[src/rtl/serial_deserializer.sv]
// Serial-to-parallel receiver: collects WIDTH bits per frame strobe, MSB- or LSB-first,
// and presents the assembled word with a one-cycle valid pulse or an early-end error pulse.
module serial_deserializer #(
    parameter int WIDTH = 8
) (
    input  logic             Clk,
    input  logic             Rst,
    input  logic             serial_i,
    input  logic             frame_i,
    input  logic             dir_i,
    output logic [WIDTH-1:0] data_o,
    output logic             valid_o,
    output logic             busy_o,
    output logic             err_o,
    output logic             dbg_state_o
);

    // Output handshake: valid_o is a one-cycle push with no backpressure; data_o is
    // updated on the same edge and held until the next word completes.

    localparam int CW = (WIDTH > 1) ? $clog2(WIDTH) : 1;
    localparam logic [CW-1:0] LAST = CW'(WIDTH - 1);

    typedef enum logic {
        IDLE  = 1'b0,
        SHIFT = 1'b1
    } state_t;

    state_t           state;
    logic [CW-1:0]    count;
    logic [WIDTH-1:0] sr;
    logic             order;
    logic             cap_dir;
    logic [WIDTH-1:0] sr_next;

    // The first bit of a word uses the live dir_i; later bits use the latched order.
    always_comb begin
        cap_dir = (state == IDLE) ? dir_i : order;
        sr_next = sr;
        if (cap_dir) begin
            sr_next = {serial_i, sr[WIDTH-1:1]};
        end else begin
            sr_next = {sr[WIDTH-2:0], serial_i};
        end
    end

    always_ff @(posedge Clk or posedge Rst) begin
        if (Rst) begin
            state   <= IDLE;
            count   <= '0;
            sr      <= '0;
            order   <= 1'b0;
            data_o  <= '0;
            valid_o <= 1'b0;
            err_o   <= 1'b0;
            busy_o  <= 1'b0;
        end else begin
            valid_o <= 1'b0;
            err_o   <= 1'b0;
            case (state)
                IDLE: begin
                    if (frame_i) begin
                        order  <= dir_i;
                        sr     <= sr_next;
                        count  <= CW'(1);
                        state  <= SHIFT;
                        busy_o <= 1'b1;
                    end
                end
                SHIFT: begin
                    if (frame_i) begin
                        sr <= sr_next;
                        if (count == LAST) begin
                            data_o  <= sr_next;
                            valid_o <= 1'b1;
                            count   <= '0;
                            state   <= IDLE;
                            busy_o  <= 1'b0;
                        end else begin
                            count <= count + CW'(1);
                        end
                    end else begin
                        err_o  <= 1'b1;
                        count  <= '0;
                        sr     <= '0;
                        state  <= IDLE;
                        busy_o <= 1'b0;
                    end
                end
                default: begin
                    state  <= IDLE;
                    count  <= '0;
                    busy_o <= 1'b0;
                end
            endcase
        end
    end

    assign dbg_state_o = (state == SHIFT);

endmodule

[config.mk]
export PLATFORM = sky130hd
export DESIGN_NAME = serial_deserializer
export DESIGN_NICKNAME = d
export VERILOG_FILES = /design/src/rtl/serial_deserializer.sv
export SDC_FILE = /design/constraint.sdc
export NUM_CORES = 1
export LEC_CHECK = 0
export ABC_AREA = 1
export BUFFER_PORTS_ARGS = -buffer_cell sky130_fd_sc_hd__buf_2
export CORE_ASPECT_RATIO = 0.9
export CORE_MARGIN = 4
export CORE_UTILIZATION = 39
export CTS_BUF_LIST = sky130_fd_sc_hd__clkbuf_16
export DETAILED_ROUTE_END_ITERATION = 10
export SKIP_LAST_GASP = 1
export SLEW_MARGIN = 20
export SYNTH_ARGS = -nofsm -noshare
export SYNTH_HDL_FRONTEND = slang
export SYNTH_SLANG_ARGS = --single-unit
[constraint.sdc]
create_clock -name Clk -period 1.6 [get_ports Clk]
set_input_delay 0.16 -clock Clk [delete_from_list [all_inputs] [get_ports Clk]]
set_output_delay 0.16 -clock Clk [all_outputs]
set_load 0.005 [all_outputs]
==> Word-level counts from Yosys, hierarchy flattened <==
Index checks and enable logic that the tools add are counted.
Widths: inputs -> output; s select.
{ "word_totals": {"register_bits": 24, "latch_bits": 0, "ram_bits": 0, "mem_bits_ro": 0, "inputBits": 5, "output_inout_bits": 12, "word_cells": 38, "n_memories": 0} }
{ "op_classes": {"add_sub_neg": 1, "n_mul": 0, "div": 0, "magnitude_cmp": 0, "n_eq_ne": 3, "shifts": 0, "mux": 22, "bitwise_logic": 1, "n_reduce_logical": 3} }
{ "ops": {"columns": ["op", "count"], "rows": [
  ["$mux 8", 3],
  ["$pmux 8 s2", 1],
  ["$mux 1", 12],
  ["$mux 3", 3],
  ["$pmux 3 s2", 1],
  ["$pmux 1 s2", 2],
  ["$reduce_and 2->1", 2],
  ["$add 3x1->3 const B", 1],
  ["$eq 3x3->1 const B", 1],
  ["$ne 3x2->1 const B", 1],
  ["$reduce_and 3->1", 1],
  ["$ne 2x2->1 const B", 1],
  ["$not 1->1", 1]
]} }

==> Logic depth before layout (Yosys ltp) <==
{ "depth": {"ltp_word": 4, "mapped_depth": 6, "mapped_depth_nobuf": 6} }

==> Worst setup path after synthesis <==
Ideal clock, no wire load.
{ "synth_path": {"path_type": "register to register", "start": "register count[0]", "end": "register data_o[0]", "setup_time_ns": 0.118, "arrival_time_ns": 1.164, "required_ns": 1.482, "setup_slack_ns": 0.318, "path_stages_with_launch": 7, "path_buffers": 0, "cell_sequence": "dfrtp_1 ha_1 ha_1 nand3_4 clkinv_2 nand3_1 nand2_1"} }
{ "synth_via": {"elab_chain_len": 2} }
{ "synth_rtl": {"columns": ["item", "line", "text"], "rows": [
  ["start, declared", "30", "logic [CW-1:0] count;"],
  ["start signal, assigned", "80", "count <= count + CW'(1);"],
  ["$eq 3x3->1", "73", "if (count == LAST) begin"],
  ["$reduce_and 3->1 (no source line)", null, null],
  ["end signal, assigned", "74", "data_o <= sr_next;"],
  ["end, declared", "11", "output logic [WIDTH-1:0] data_o,"]
]} }
No other way between the ends.
A chain may end at the register's enable or synchronous reset.

==> Worst setup path after layout <==
{ "layout_path": {"start": "register count[0]", "end": "register data_o[7]"} }
Same word-level chain as after synthesis.

==> flow_summary.json <==
{
  "ys_seq_elements": 24,
  "cp_slowest_stage_delay_ns": 0.40,
  "num_vias": 910,
  "critPathMaxFanout": 9,
  "clockBufferDepth": 2,
  "finalCriticalPeriod_ns": 1.43,
  "power_frac_seq": 0.430,
  "cts_sinks": 24,
  "cts_htree_levels": 1,
  "clock.fmax_mhz": 697,
  "cts-root-buf": "clkbuf_16",
  "layout_setup_ws_ns": 0.166,
  "synth_compound_area_frac": 0.0284,
  "p_sw_mw": 0.377,
  "io_buffers": 16,
  "cts_resized": 0,
  "synth_warnings": 0,
  "diodes": 0,
  "ant_nets": 0,
  "dieArea_um2": 3870,
  "ys_seq_area_frac": 0.524,
  "layout-drive-gt1-share": 0.191,
  "grtUsageTotal": 0.145,
  "pre_cts_ws_ns": 0.175,
  "outcome": "completed",
  "cts_buffers": 3,
  "drv_cap": 0,
  "post_cts_buffers": 0,
  "syn-instance-count": 133,
  "path_clk_slew_ns": 0.07,
  "area_growth_pct": 20.0,
  "grt_max_degree": 25,
  "cts_tree": "yes",
  "slowest_stage": "dfrtp_1",
  "tightest_slew_ns": 0.509,
  "arrival_ns": 1.58,
  "drc": 0,
  "synthXorXnorAreaFrac": 0,
  "synth_top_family_by_area": "simple AND/OR/NAND/NOR gates",
  "rsz0062_at_grt": "false",
  "cp-end-kind": "flop",
  "clock_power_share": 0.443,
  "p_leak_nw": 0.785,
  "comb_power_share": 0.127,
  "worst_clock_skew_ns": 0.0100,
  "gp_congestion": 0.849,
  "relSlewSlack": 0.661,
  "finalSetupViolations": 0,
  "first_pass_iters": 4,
  "synth.cell_area_um2": 1150,
  "synth_fp_nets": 141,
  "start_util": 0.414,
  "wl_per_cell_um": 12.3,
  "final_cell_mix": "38 x nand2_1, 34 x nand3_1, 24 x dfrtp_1",
  "grt_pass1_wl_um": 4300,
  "grt_pass1_vias": 954,
  "routed_wl_um": 2360,
  "drt_iter0_markers": 54,
  "syn_area_per_cell_um2": 8.62,
  "cell_internal_pwr_mw": 1.22,
  "grt_overflow_total": 0,
  "io_pins": 17,
  "hold_path_class": "primary input to flop",
  "finalCritPeriodShare": 0.896,
  "vias_per_cell": 4.74,
  "nets": 161,
  "reg2reg_slack_ns": 0.17,
  "fp.dieW_um": 65.1,
  "core_area_um2": 2770,
  "final.setup.tns_ns": 0,
  "synth_cell_types": 18,
  "muxShareOfSynthArea": 0,
  "cellPowerDensity_nw_per_um2": 1160,
  "swShare": 0.235,
  "worstSetupPathType": "flop to flop",
  "yosys.area_share.simple": 0.338,
  "clock_latency_ns": 0.26,
  "die_y_um": 59.4,
  "maxSlewViolCount": 0,
  "rows": 18,
  "synthAdderAreaFrac": 0.0328,
  "required_ns": 1.74,
  "vdd_drop_max_uv": 654,
  "critical_path.cell_chain": "ha_1 -> ha_1 -> nand3_4 -> clkinv_2 -> nand3_1 -> nand2_1",
  "layout.cells.most_common": "nand2_1",
  "worstSetupStartpointType": "flop",
  "place_hpwl_um": 1740,
  "antenna_found_initial": 0,
  "cp_common_cell": "ha_1",
  "hold_viol_final": 0
}
==> final timing paths <==
check                               start   endpoint  cells past startpoint
worst max-delay path             count[0]  data_o[7]                      6
worst min-delay path                dir_i      order                      3
worst max register to register   count[0]  data_o[7]                      6
worst min register to register  data_o[6]  data_o[6]                      2
max in group asynchronous             Rst  data_o[5]                      4
min in group asynchronous             Rst      sr[1]                      4
==> through the flow <==
stage               power, mW  area [um^2]   util  hold slack (ns)  instances
detailed placement      0.902         1260  0.455            0.220        187
global route             1.69         1380  0.496            0.190        192
finish                   1.60         1380  0.496            0.177        192
floorplan               0.843         1150      -            0.175        133
global placement        0.896         1260  0.455            0.215        187
CTS                      1.62         1380  0.496            0.173        192
==> synth_stat cells (all sizes together) <==
library cell,n,area share
o31ai,1,0.0066
ha,3,0.033
o21ai,4,0.017
nor2,4,0.020
nand2,42,0.16
inv,15,0.051
buf,3,0.021
clkinv,1,0.0044
dfrtp,24,0.52
nand3,35,0.16
a21oi,1,0.0044
==> flip-flops by register name, summed over array words and instances (netlist names) <==
register,cells
count,3
sr,8
dbg_state_o,1
order,1
valid_o,1
err_o,1
busy_o,1
data_o,8
==> area by class of cell <==
cell class | count | area, um^2
inverter | 16 | 63.8
tap | 40 | 50.0
multi-input combinational | 90 | 458
fill | 268 | 1400
clock buffer | 3 | 75.1
sequential | 24 | 601
clock inverter | 1 | 30.0
timing repair buffer | 18 | 97.6
==> layer usage <==
layer / part of all wire / GRT usage
met1: 0.45 / 0.173
met2: 0.49 / 0.257
met3: 0.047 / 0.0455
met4: 0.0051 / 0.0325
met5: 0 / 0
==> power groups by stage <==
stage / sequential, mW / clock [mW] / combinational (mW)
5_1_grt: 0.697 / 0.752 / 0.237
3_3_place_gp: 0.698 / 0 / 0.198
4_1_cts: 0.689 / 0.723 / 0.205
3_5_place_dp: 0.700 / 0 / 0.202
2_1_floorplan: 0.691 / 0 / 0.152
6_report: 0.689 / 0.710 / 0.203
==> worst max-delay path, delay by kind of cell (launching register included) <==
family | cells | cell delay [ns]
flops | 1 | 0.40
buf+inv | 1 | 0.13
fa+ha+maj | 2 | 0.47
simple gates | 3 | 0.32
==> logic make-up (layout without fill, tap and decap cells) <==
group	Yosys count	after routing
fa+ha+maj	3	3
simple gates	81	81
buf+inv	19	38
compound gates	6	6
flops	24	24
==> what timing repair did <==
item,4_1_cts,5_1_grt
hold endpoints to repair,24,0
setup endpoints to repair,0,0
hold buffers,1,0
Power figures use the tool's default switching activity.
